<file path="src/rtl/dff_pipe.sv">
// dff_pipe: WIDTH-bit DEPTH-stage delay line with per-stage valid, stall, flush and occupancy count
module dff_pipe #(
  parameter int WIDTH = 4,
  parameter int DEPTH = 1,
  parameter logic [WIDTH-1:0] RST_VAL = '0
) (
  input  logic                       clk,
  input  logic                       rst,
  input  logic                       en,
  input  logic                       flush,
  input  logic                       din_valid,
  input  logic [WIDTH-1:0]           din,
  output logic [WIDTH-1:0]           dout,
  output logic                       dout_valid,
  output logic [$clog2(DEPTH+1)-1:0] occupancy
);
  localparam int OW = $clog2(DEPTH+1);
  logic [WIDTH-1:0] d [DEPTH];
  logic [DEPTH-1:0] v;
  if (DEPTH < 1) begin : g_chk
    $error("dff_pipe: DEPTH must be >= 1");
  end
  always_ff @(posedge clk)
    if (rst) begin
      for (int i = 0; i < DEPTH; i++) d[i] <= RST_VAL;
      v <= '0;
      occupancy <= '0;
    end else if (flush) begin
      v <= '0;
      occupancy <= '0;
    end else if (en) begin
      d[0] <= din;
      v[0] <= din_valid;
      for (int i = 1; i < DEPTH; i++) begin
        d[i] <= d[i-1];
        v[i] <= v[i-1];
      end
      occupancy <= occupancy + OW'(din_valid) - OW'(v[DEPTH-1]);
    end
  assign dout = d[DEPTH-1];
  assign dout_valid = v[DEPTH-1];
endmodule
</file>
<file path="config.mk">
export PLATFORM = sky130hd
export DESIGN_NAME = dff_pipe
export DESIGN_NICKNAME = d
export VERILOG_FILES = /design/src/rtl/dff_pipe.sv
export SDC_FILE = /design/constraint.sdc
export NUM_CORES = 1
export LEC_CHECK = 0
export ABC_CLOCK_PERIOD_IN_PS = 1100
export CORE_AREA = 2 2 39 41
export CTS_BUF_LIST = sky130_fd_sc_hd__clkbuf_4 sky130_fd_sc_hd__clkbuf_8 sky130_fd_sc_hd__clkbuf_16
export DETAILED_ROUTE_END_ITERATION = 10
export DIE_AREA = 0 0 41 43
export MAX_ROUTING_LAYER = met4
export PLACE_DENSITY = 0.54
export SLEW_MARGIN = 20
export SYNTH_ARGS = -nofsm -noshare
export SYNTH_HDL_FRONTEND = slang
export SYNTH_SLANG_ARGS = --single-unit
</file>
<file path="constraint.sdc">
create_clock -name clk -period 1.1 [get_ports clk]
set_input_delay 0.165 -clock clk [delete_from_list [all_inputs] [get_ports clk]]
set_output_delay 0.165 -clock clk [all_outputs]
set_load 0.01 [all_outputs]
</file>
==> flow_summary.json <==
{
  "setup_slack_ns": 0.04811,
  "fin_crit_ns": 1.052,
  "synth-edff-count": 4,
  "startpoint_type": "input port",
  "crit_chain": "clkdlybuf4s50_1 > xor2_1 > a2111oi_2 > a31o_1",
  "ios": 15,
  "cp_max_fo": 2,
  "die_area_mm2": 0.001763,
  "cts-hold-fix-buffers": 0,
  "dieWidth_um": 41,
  "cap_violations": 0,
  "cpPeakStageDelay_ns": 0.50,
  "clockBufferDepth": 2,
  "arrival_ns": 1.19,
  "whs_path_depth": 2,
  "min_period_over_period": 0.9563,
  "nNetsFinal": 51,
  "area.growth.synth_to_final_pct": 82.04,
  "htree_levels": 1,
  "grt_usage": 0.1054,
  "wl_per_cell_um": 11.77,
  "status": "complete, no violations",
  "max_freq_mhz": 950.7,
  "dp_cells": 53,
  "crit_buf_inv": 1,
  "yosys_warnings": 0,
  "drtIter0Drc": 4,
  "grt_max_degree": 5,
  "power_uw": 610.9,
  "vias": 231,
  "grt_pass1_vias": 276,
  "seq_area_um2": 160.2,
  "hold_viol_final": 0,
  "ys_top_cells_by_count": "4 x and2_1, 4 x edfxtp_1, 2 x dfxtp_1, 2 x nand2b_1, 2 x nor3_1",
  "detailed_place_hpwl_um": 543.1,
  "post-route-cell-area_um2": 469.2,
  "setup-tns-final_ns": 0,
  "synth_area_per_cell_um2": 12.89,
  "rr_worst_depth": 3,
  "die_y_um": 43,
  "clk_pin_slew_ns": 0.05,
  "r2r_start": "dout_valid$_SDFFE_PP0P_",
  "r2r-end": "occupancy$_SDFFE_PP0P_",
  "maxSlewViolCount": 0,
  "core-area_mm2": 0.001384,
  "rows": 14,
  "port-buffer-count": 14,
  "ir_drop_v": 0.0004525,
  "slew_headroom": 0.8213,
  "hold_slack_ns": 0.5762,
  "async_reset_ff_frac": 0,
  "grt_pass1_wl_mm": 1.110,
  "cp-end-kind": "flip-flop",
  "skew_ns": 0.00008024,
  "grt.overflow.total": 0,
  "rsz0062_at_grt": "no",
  "start_util": 0.1863,
  "first_pass_iters": 3,
  "yosysTopAreaCell": "edfxtp_1",
  "critPathKind": "input port to flip-flop",
  "drive_gt1_frac": 0.1951,
  "clock_latency_ns": 0.24,
  "synthCells": 20,
  "syn_nets": 29,
  "drt-total-wl_um": 671,
  "cts_made_buffers": 3,
  "hold_path_class": "flip-flop to flip-flop",
  "antenna_found_initial": 0,
  "drt.antenna.violating_nets": 0,
  "p_per_area_mw_per_mm2": 1302,
  "cts_sinks": 6,
  "min_from": "dout_valid$_SDFFE_PP0P_",
  "multi_input_comb_area_um2": 93.84,
  "synth_seq_area_share": 0.6214,
  "drc": 0,
  "viasPerCell": 4.053,
  "r2r_slack_ns": 0.09,
  "synth_top_area_frac": 0.4660,
  "cp_top_family": "buffers and inverters",
  "tightest_slew_ns": 0.2675,
  "dpl-instance-area_um2": 440.4,
  "crit_slowest_cell": "clkdlybuf4s50_1",
  "cts_tree": "yes",
  "diodes": 0,
  "setup-violations-final": 0,
  "cts_setup_buffers": 0,
  "fillers": 140,
  "synth.cell_area_um2": 257.7,
  "place_congestion": 0.5337,
  "p_leak_nw": 0.1869,
  "synth_cell_types": 11,
  "ys_ff_latch": 6,
  "synth_area_leaders": "edfxtp_1 47%, dfxtp_1 16%, and2_1 9.7%, a2111oi_2 5.8%, nand2b_1 4.9%",
  "worst_ep_required_time_ns": 1.24,
  "holdPathEnd": "dout_valid$_SDFFE_PP0P_",
  "utilization": 0.3391,
  "fin_cells": 57,
  "synth_ff_type": "edfxtp_1",
  "dp_slack_ns": -0.2718,
  "cts-root-buf": "clkbuf_4"
}
[power by group]
group	switching [mW]	internal, mW	total, mW
combinational	0.0363	0.0571	0.0934
sequential	0.00536	0.256	0.262
clock	0.0928	0.163	0.256
[cells by family (layout without fill, tap and decap cells)]
kind of cell           count (synthesis)  after routing  share of synthesized area
flip-flops                             6              6                     0.6214
multiplexers                           1              1                    0.03884
AO/OA/AOI/OAI                          2              2                    0.09222
XOR/XNOR                               1              1                    0.03399
buffers and inverters                  1             22                    0.01455
AND/OR/NAND/NOR                        9              9                     0.1990
[layer usage]
layer	wire, µm	global-route usage	vias up
met5	0	-	-
met4	8	0.08000	0
met3	83	0.06806	2
met2	341	0.1656	17
met1	237	0.07818	100
li1	-	-	112
[registers in the layout (all words and copies together), names as in the netlist]
signal and count:
d 4, dout_valid 1, occupancy 1
[layout make-up]
type / count / share of cell area
tap: 16 / 0.04267
clock buffer: 4 / 0.06400
inverter: 1 / 0.008000
multi-input combinational: 13 / 0.2000
sequential: 6 / 0.3413
timing repair buffer: 17 / 0.3440
[cells in the final DEF (no fill, tap or decap)]
cell type and instances:
nor3_1 2, clkdlybuf4s15_1 5, nor2_1 1, a31o_1 1
dlygate4sd2_1 1, xor2_1 1, clkdlybuf4s50_1 8, and2_1 4
mux2i_1 1, a2111oi_2 1, buf_4 3, dfxtp_1 2
nand2b_1 2, edfxtp_1 4, inv_1 1, clkbuf_4 4
[tightest hold or removal path, stage by stage (launching register included)]
cell	delay [ns]
dfxtp_1	0.32
mux2i_1	0.14
nor3_1	0.06
[how the worst max path moves through the flow]
stage | end | start | slack [ns] | cells after the start
finish | occupancy$_SDFFE_PP0P_ | din_valid | 0.05 | 4
global route | occupancy$_SDFFE_PP0P_ | din_valid | 0.004 | 4
CTS | dout[0] | d[0][0]$_SDFFCE_PN0P_ | 0.02 | 1
detailed placement | occupancy$_SDFFE_PP0P_ | din_valid | -0.27 | 4
global placement | occupancy$_SDFFE_PP0P_ | din_valid | -0.19 | 4
floorplan | occupancy$_SDFFE_PP0P_ | dout_valid$_SDFFE_PP0P_ | 0.06 | 3
[repair_timing]
action,CTS,global route
gates resized for setup,6,5
pin swaps,1,0
setup endpoints to repair,7,5
Note: power is estimated with default switching activity, not from simulation.
